<file path="src/rtl/nibble_serial_add_ctrl_if.sv">
`default_nettype none
// ============================================================================
// nibble_serial_add_ctrl_if : operand-intake / result-return handshake bundle
// Rev 1.0
// ============================================================================
interface nibble_serial_add_ctrl_if #(
    parameter int WIDTH = 16
);
    logic             in_valid;
    logic             in_ready;
    logic [WIDTH-1:0] a;
    logic [WIDTH-1:0] b;
    logic             cin;
    logic             out_valid;
    logic             out_ready;
    logic [WIDTH-1:0] sum;
    logic             cout;
    logic             ovf;

    modport master (
        output in_valid, a, b, cin, out_ready,
        input  in_ready, out_valid, sum, cout, ovf
    );

    modport slave (
        input  in_valid, a, b, cin, out_ready,
        output in_ready, out_valid, sum, cout, ovf
    );
endinterface
`default_nettype wire

</file>
<file path="src/rtl/nibble_serial_add_ctrl.sv">
`default_nettype none
// ============================================================================
// nibble_serial_add_ctrl : WIDTH-bit add sequenced through one external
// SLICE-bit adder slice, LSB slice first.  Rev 1.0
// ============================================================================
module nibble_serial_add_ctrl #(
    parameter int WIDTH = 16,
    parameter int SLICE = 4
) (
    input  wire logic             clk,
    input  wire logic             rst_n,
    nibble_serial_add_ctrl_if.slave bus,
    output logic [SLICE-1:0]      slice_a_o,
    output logic [SLICE-1:0]      slice_b_o,
    output logic                  slice_cin_o,
    input  wire logic [SLICE-1:0] slice_s_i,
    input  wire logic             slice_cout_i
);
    localparam int NSLICE = WIDTH / SLICE;
    localparam int IDXW   = (NSLICE > 1) ? $clog2(NSLICE) : 1;

    typedef enum logic [1:0] {
        S_IDLE = 2'd0,
        S_RUN  = 2'd1,
        S_DONE = 2'd2
    } state_t;

    state_t           state_q;
    logic [IDXW-1:0]  idx_q;
    logic             carry_q;
    logic [WIDTH-1:0] a_q;
    logic [WIDTH-1:0] b_q;
    logic [WIDTH-1:0] sum_q;
    logic             cout_q;
    logic             ovf_q;
    logic             in_ready_q;
    logic             out_valid_q;

    logic             w_accept;
    logic             w_last;
    logic             w_ovf;

    assign w_accept = (state_q == S_IDLE) && bus.in_valid && in_ready_q;
    assign w_last   = (idx_q == IDXW'(NSLICE - 1));
    // Overflow: operands share a sign and the result's sign differs from it.
    assign w_ovf    = (a_q[WIDTH-1] ~^ b_q[WIDTH-1]) & (slice_s_i[SLICE-1] ^ a_q[WIDTH-1]);

    // Slice drive is only live in RUN so the shared adder sees zeros otherwise.
    always_comb begin
        slice_a_o   = '0;
        slice_b_o   = '0;
        slice_cin_o = 1'b0;
        if (state_q == S_RUN) begin
            slice_a_o   = a_q[idx_q*SLICE +: SLICE];
            slice_b_o   = b_q[idx_q*SLICE +: SLICE];
            slice_cin_o = carry_q;
        end
    end

    always_ff @(posedge clk or negedge rst_n) begin
        if (!rst_n) begin
            state_q     <= S_IDLE;
            idx_q       <= '0;
            carry_q     <= 1'b0;
            a_q         <= '0;
            b_q         <= '0;
            sum_q       <= '0;
            cout_q      <= 1'b0;
            ovf_q       <= 1'b0;
            in_ready_q  <= 1'b1;
            out_valid_q <= 1'b0;
        end else begin
            case (state_q)
                S_IDLE: begin
                    if (w_accept) begin
                        a_q        <= bus.a;
                        b_q        <= bus.b;
                        carry_q    <= bus.cin;
                        idx_q      <= '0;
                        sum_q      <= '0;
                        in_ready_q <= 1'b0;
                        state_q    <= S_RUN;
                    end
                end
                S_RUN: begin
                    sum_q[idx_q*SLICE +: SLICE] <= slice_s_i;
                    carry_q <= slice_cout_i;
                    idx_q   <= idx_q + IDXW'(1);
                    if (w_last) begin
                        cout_q      <= slice_cout_i;
                        ovf_q       <= w_ovf;
                        out_valid_q <= 1'b1;
                        state_q     <= S_DONE;
                    end
                end
                S_DONE: begin
                    if (bus.out_ready) begin
                        out_valid_q <= 1'b0;
                        in_ready_q  <= 1'b1;
                        state_q     <= S_IDLE;
                    end
                end
                default: begin
                    out_valid_q <= 1'b0;
                    in_ready_q  <= 1'b1;
                    state_q     <= S_IDLE;
                end
            endcase
        end
    end

    assign bus.in_ready  = in_ready_q;
    assign bus.out_valid = out_valid_q;
    assign bus.sum       = sum_q;
    assign bus.cout      = cout_q;
    assign bus.ovf       = ovf_q;

endmodule
`default_nettype wire

</file>
<file path="src/flat_wrapper.sv">
// flat-port wrapper written by rule: the top's interface ports become plain ports
module nibble_serial_add_ctrl_flat 
#(
    parameter int WIDTH = 16,
    parameter int SLICE = 4
)
  (clk, rst_n, slice_a_o, slice_b_o, slice_cin_o, slice_s_i, slice_cout_i, bus_in_valid, bus_a, bus_b, bus_cin, bus_out_ready, bus_in_ready, bus_out_valid, bus_sum, bus_cout, bus_ovf);
  nibble_serial_add_ctrl_if #(.WIDTH(WIDTH)) bus_i ();
  input  wire logic clk;
  input  wire logic rst_n;
  output logic [SLICE-1:0] slice_a_o;
  output logic [SLICE-1:0] slice_b_o;
  output logic slice_cin_o;
  input  wire logic [SLICE-1:0] slice_s_i;
  input  wire logic slice_cout_i;
  input wire logic [$bits(bus_i.in_valid)-1:0] bus_in_valid;
  input wire logic [$bits(bus_i.a)-1:0] bus_a;
  input wire logic [$bits(bus_i.b)-1:0] bus_b;
  input wire logic [$bits(bus_i.cin)-1:0] bus_cin;
  input wire logic [$bits(bus_i.out_ready)-1:0] bus_out_ready;
  output wire logic [$bits(bus_i.in_ready)-1:0] bus_in_ready;
  output wire logic [$bits(bus_i.out_valid)-1:0] bus_out_valid;
  output wire logic [$bits(bus_i.sum)-1:0] bus_sum;
  output wire logic [$bits(bus_i.cout)-1:0] bus_cout;
  output wire logic [$bits(bus_i.ovf)-1:0] bus_ovf;
  assign bus_i.in_valid = bus_in_valid;
  assign bus_i.a = bus_a;
  assign bus_i.b = bus_b;
  assign bus_i.cin = bus_cin;
  assign bus_i.out_ready = bus_out_ready;
  assign bus_in_ready = bus_i.in_ready;
  assign bus_out_valid = bus_i.out_valid;
  assign bus_sum = bus_i.sum;
  assign bus_cout = bus_i.cout;
  assign bus_ovf = bus_i.ovf;
  nibble_serial_add_ctrl #(.WIDTH(WIDTH), .SLICE(SLICE)) u_core (.clk(clk), .rst_n(rst_n), .bus(bus_i), .slice_a_o(slice_a_o), .slice_b_o(slice_b_o), .slice_cin_o(slice_cin_o), .slice_s_i(slice_s_i), .slice_cout_i(slice_cout_i));
endmodule
</file>
<file path="config.mk">
export PLATFORM = sky130hd
export DESIGN_NAME = nibble_serial_add_ctrl_flat
export DESIGN_NICKNAME = d
export VERILOG_FILES = /design/src/rtl/nibble_serial_add_ctrl_if.sv /design/src/rtl/nibble_serial_add_ctrl.sv /design/src/flat_wrapper.sv
export SDC_FILE = /design/constraint.sdc
export NUM_CORES = 1
export LEC_CHECK = 0
export CORE_MARGIN = 2
export CORE_UTILIZATION = 45
export CTS_BUF_LIST = sky130_fd_sc_hd__clkbuf_4
export DETAILED_ROUTE_END_ITERATION = 12
export PLACE_DENSITY = 0.78
export SYNTH_ARGS = -nofsm -noshare
export SYNTH_HDL_FRONTEND = slang
export SYNTH_SLANG_ARGS = --single-unit
</file>
<file path="constraint.sdc">
create_clock -name clk -period 1.9 [get_ports clk]
set_clock_uncertainty 0.15 [all_clocks]
set_input_delay 0.57 -clock clk [delete_from_list [all_inputs] [get_ports clk]]
set_output_delay 0.57 -clock clk [all_outputs]
set_load 0.05 [all_outputs]
</file>
# After elaboration in Yosys (flattened, before gate mapping)
# Cells that the tools add are included.
[word_totals]
out_inout_bits = 29
in_bits = 42
ff_bits = 57
wordCells = 57
[classes]
n_eq_ne = 6
bitwise = 5
mux = 20
shift = 4
reduce_logical = 10
n_addsub = 2
[ops]
columns = ["operator", "n"]
rows = [
  ["negator 4 -> 34 bit", 1],
  ["variable shift 4 x 34 -> 16 bit, first input constant", 1],
  ["indexed part select 4 x 34 -> 16 bit", 1],
  ["case mux 16 bit (2 select lines)", 1],
  ["indexed part select 16 x 5 -> 4 bit", 2],
  ["bitwise mux 16 bit", 1],
  ["two-way mux 16 bit", 1],
  ["AND reduction 3 bit", 3],
  ["two-way mux 2 bit", 4],
  ["two-way mux 4 bit", 2],
  ["two-way mux 1 bit", 6],
  ["case mux 1 bit (3 select lines)", 2],
  ["case mux 2 bit (3 select lines)", 1],
  ["AND reduction 2 bit", 3],
  ["== test 2 bit, second input constant", 2],
  ["inequality test 2 x 1 -> 1 bit, second input constant", 2],
  ["case mux 2 bit (2 select lines)", 1],
  ["adder 2 x 1 -> 2 bit, second input constant", 1],
  ["== test 2 x 1 -> 1 bit, second input constant", 1],
  ["logical AND 1 bit", 2],
  ["logical NOT 2 bit", 1],
  ["inequality test 2 bit, second input constant", 1],
  ["inverter 1 bit", 2],
  ["case mux 1 bit (2 select lines)", 1],
  ["4 further kinds", 4],
]

# Logic depth before layout (Yosys ltp)
[depth]
word_depth = 5
ltp_mapped = 6
depth_no_buf = 5

# Least setup slack after synthesis
# No wires, ideal clock.
[synth_timing]
path_kind = "register to output"
startpoint = "register u_core.idx_q[0]"
endpoint = "output port slice_a_o[0]"
slack_ns = -0.271
t_required_ns = 1.180
stages_incl_launch_ff = 4
path_buffers = 1
arrival_ns = 1.451
path_cell_list = "dfrtp_1 > buf_6 > mux4_2 > and2_1"
[synth_between]
elab_chain_cells = 2
[synth_rtl]
columns = ["element", "line", "text"]
rows = [
  ["start: declaration", "nibble_serial_add_ctrl.sv:29", "logic [IDXW-1:0] idx_q;"],
  ["start signal: assignment", "nibble_serial_add_ctrl.sv:88", "idx_q <= idx_q + IDXW'(1);"],
  ["indexed part select 16 x 5 -> 4 bit", "nibble_serial_add_ctrl.sv:54", "slice_a_o = a_q[idx_q*SLICE +: SLICE];"],
  ["two-way mux 4 bit", "nibble_serial_add_ctrl.sv:53", "if (state_q == S_RUN) begin"],
  ["end: declaration", "flat_wrapper.sv:11", "output logic [SLICE-1:0] slice_a_o;"],
]
# Every way passes these cells.

# Final worst setup path
[layout_timing]
startpoint = "register u_core.idx_q[0]"
endpoint = "output port slice_b_o[3]"
[layout_between]
elab_chain_cells = 2
[layout_rtl]
columns = ["element", "line", "text"]
rows = [
  ["indexed part select 16 x 5 -> 4 bit", "nibble_serial_add_ctrl.sv:55", "slice_b_o = b_q[idx_q*SLICE +: SLICE];"],
  ["two-way mux 4 bit", "nibble_serial_add_ctrl.sv:53", ""],
  ["end: declaration", "flat_wrapper.sv:12", "output logic [SLICE-1:0] slice_b_o;"],
]
# Every way passes these cells.

==> metrics.md <==
| Metric | Value |
|---|---|
| Number of top-level pins | between 70 and 80 |
| Wire length of the first global-routing pass | approximately 11,000 um |
| Fill cells | 328 |
| LEAKAGE | 1.825 nW |
| Count of mapped cells out of synthesis | roughly 180 |
| Min Hold Slack | -0.002535 ns |
| Portion of the clock cycle consumed by the worst path in the final layout | 1.319 |
| Bufs and invs on worst path | 2 |
| Crit-path leading delay family | multiplexers |
| Violations in the final reports | negative hold slack, negative setup slack |
| Total setup violations reported at the end of the flow | 9 |
| Worst skew pair latency | 0.40 ns |
| Type of the tightest min-delay check | primary input to asynchronous set/reset pin |
| Utilization of the core after routing | 0.7658 |
| Biggest area consumer among synthesized cells | sky130_fd_sc_hd__dfrtp_1 |
| Number of buffers created by CTS | 9 |
| Reg2Reg Setup Slack | roughly 0.01 ns |
| Run status | complete, but fails checks |
| Post-DR vias/cell | between 5 and 6 |
| Biggest area contributors in the synthesized netlist | sky130_fd_sc_hd__dfrtp_1 (54%), sky130_fd_sc_hd__mux2_2 (15%), sky130_fd_sc_hd__mux4_2 (6.1%), sky130_fd_sc_hd__a22o_1 (5.4%), sky130_fd_sc_hd__ha_1 (2.9%) |
| Final Wtd Congestion | between 0.8 and 0.9 |
| Setup WS pre-CTS | -0.4213 ns |
| Path type of the worst setup path | register to output pin |
| FF+latch area | approximately 0.0014 mm2 |
| Area occupied by multi-input gates | between 0.001 and 0.0015 mm2 |
| Net count of the finished layout | between 300 and 400 |
| Cell count of the worst reg-to-reg path | 7 |
| Chip Width | between 70 and 80 um |
| Non-filler instance count after layout | 356 |
| Post-route minimum period | roughly 2.5 ns |
| Worst setup EP type | output pin |
| Final ANT Viol Nets | 0 |
| Tightest slew margin relative to the limit | 0.6570 |
| Synth-to-layout area growth | 63.66% |
| First-pass iteration count of the detailed router | 4 |
| Highest cell delay on the worst timing path | around 0.5 ns |
| Total of warnings raised by yosys | 0 |
| Most used cells in the layout excluding fill and tap cells | sky130_fd_sc_hd__dfrtp_1 (53), sky130_fd_sc_hd__clkdlybuf4s50_1 (39), sky130_fd_sc_hd__mux2_2 (34), sky130_fd_sc_hd__buf_12 (34), sky130_fd_sc_hd__a22o_1 (16) |
| Synth unique cells | 31 |
| Crit path DAT | 1.79 ns |
| Avg WL per Cell | slightly below 20 um |
| Buffers added on ports | 70 |
| Final max-slew violation count | 0 |
| Vias post-DR | ~1,900 |
| Avg Cell Area, Syn | approximately 15 um2 |
| Clk buf depth | 2 |
| Clock tree from TritonCTS | done |
| TritonCTS sink count | 57 |
| Std-Cell Rows | 27 |
| Unrepaired setup endpoints after global routing | true |
| Max-cap violations | 0 |
| IR drop worst, VDD | around 0.00084 V |
| Clock slew seen by the registers of the worst setup and hold paths | about 0.10 ns |
| Detailed Route WL | roughly 6900 um |
| Summed instance area of the synthesized netlist | between 0.002 and 0.003 mm2 |
| RR Startpoint | u_core.idx_q[0] |
| Placed Cells | 320 |
| Initial antenna violation count | 0 |
| Sum of net half-perimeters after detailed placement | between 4000 and 5000 um |
| Area inside the core boundary | roughly 0.0055 mm2 |
| Cell-by-cell listing of the critical path | buf_6, mux4_2, and2_4, buf_12 |
| Async set-or-reset flop fraction in the synthesized netlist | 1.000 |
| Full die area | 0.006384 mm2 |
| Vias in the first global route | roughly 2,100 |
| Worst Path Required | approximately 1.2 ns |
| Grt total ovfl | 0 |
| Initial core utilization | 0.4679 |
| CTS Root Buffer Type | sky130_fd_sc_hd__clkbuf_4 |
| Pin count of the biggest net entering global routing | slightly below 60 |
| Fraction of the yosys area taken by sequential cells | 0.5507 |
| CP startpoint kind | register |
| DR DRC count | 0 |
| Layout cell share with drive strength beyond 1 | 0.5211 |
| Total nets after synthesis | 223 |
| R2r endpoint | u_core.bus.sum[14] |
| Slew at the pin with the worst max-slew slack | ~0.51 ns |
| Die H | 79.90 um |
| Maximum frequency from static timing analysis | between 300 and 400 MHz |
| Top FF cell, synth | sky130_fd_sc_hd__dfrtp_1 |
| Post-route worst setup slack | -0.6054 ns |
| Count of flip-flops with a built-in enable after synthesis | 0 |
| GRT Overall Usage | 0.2268 |
| Number of DRC violations after detailed-routing iteration 0 | approximately 100 |
| Most common cell after layout, fill and taps aside | sky130_fd_sc_hd__dfrtp_1 |
| Count of H-tree levels built during CTS | 3 |
| Final Hold Fails | 3 |
| Slowest CP cell | sky130_fd_sc_hd__mux4_2 |
| Synth Register Bits | 57 |
| Antenna cell count | 0 |
| Max Fanout on Critical Path | 4 |
| Power Dens Cells | between 1500 and 2000 mW/mm2 |
| Synth top area share | 0.5405 |
## through the flow
step | TNS [ns] | instance area (um2) | total power, mW
finish | -4.998 | 4243 | 6.893
global route | -5.512 | 4243 | 7.229
CTS | -8.300 | 4141 | 6.837
detailed placement | -22.24 | 3787 | 5.609
global placement | -21.56 | 3787 | 5.489
floorplan | -0.6547 | 2623 | 4.061
## registers in the layout, summed over array words and instances, names as in the netlist
register / cells
u_core.bus.sum: 16
u_core.bus.out_valid: 1
u_core.bus.ovf: 1
u_core.carry_q: 1
u_core.bus.cout: 1
u_core.state_q: 2
u_core.bus.in_ready: 1
u_core.b_q: 16
u_core.a_q: 16
u_core.idx_q: 2
## how the worst max path moves through the flow
stage | startpoint | to | slack (ns) | cells after the start
2_1_floorplan | u_core.idx_q[0] | slice_a_o[0] | -0.11 | 3
3_3_place_gp | bus_in_valid | u_core.a_q[7] | -0.40 | 4
3_5_place_dp | bus_in_valid | u_core.b_q[4] | -0.42 | 4
4_1_cts | u_core.idx_q[0] | slice_a_o[2] | -0.61 | 4
5_1_grt | u_core.idx_q[0] | slice_b_o[2] | -0.64 | 4
6_report | u_core.idx_q[0] | slice_b_o[3] | -0.61 | 4
## where the power goes
group | internal [mW] | leakage (nW) | switching [mW]
logic | 2.22 | 1.05 | 1.81
clock network | 0.262 | 0.0601 | 0.436
registers | 1.76 | 0.715 | 0.408
## per-layer routing
metal  track usage  wire length [um]  vias up
li1              -                 -      861
met1        0.2632              2685      945
met2        0.3917              3644       83
met3       0.05656               372       16
met4        0.1068               156        0
met5             0                 0        -
## what timing repair did
item	CTS	global route
hold buffers	0	0
resized for setup	28	8
endpoints found under the setup margin	30	61
hold endpoints to repair	0	0
pin swaps	19	6
setup buffers	13	3
cloned	2	4
## final cells by class
cell class,count,area share
flip-flops and latches,57,0.3380
repair buffers,102,0.3294
multi-input cells,106,0.2834
well taps,72,0.02123
clock buffers,10,0.01769
clock inverters,6,0.005898
inverters,3,0.004423
## synthesized netlist by cell type (3+ instances only)
library cell	instances
sky130_fd_sc_hd__ha_1	6
sky130_fd_sc_hd__a21oi_1	4
sky130_fd_sc_hd__mux2_2	34
sky130_fd_sc_hd__buf_4	3
sky130_fd_sc_hd__inv_1	3
sky130_fd_sc_hd__nand2_1	6
sky130_fd_sc_hd__dfrtp_1	56
sky130_fd_sc_hd__and2_1	9
sky130_fd_sc_hd__a22o_1	16
sky130_fd_sc_hd__nand2b_1	3
sky130_fd_sc_hd__mux4_2	7
## cell families (layout without fill, tap and decap cells)
kind of cell / after synthesis / count (layout) / synth area share
simple gates: 28 / 28 / 0.08253
fa+ha+maj: 6 / 6 / 0.02896
flops: 57 / 57 / 0.5507
compound gates: 30 / 30 / 0.09074
buf+inv: 12 / 121 / 0.02847
mux: 42 / 42 / 0.2186
Note: power is estimated with default switching activity, not from simulation.
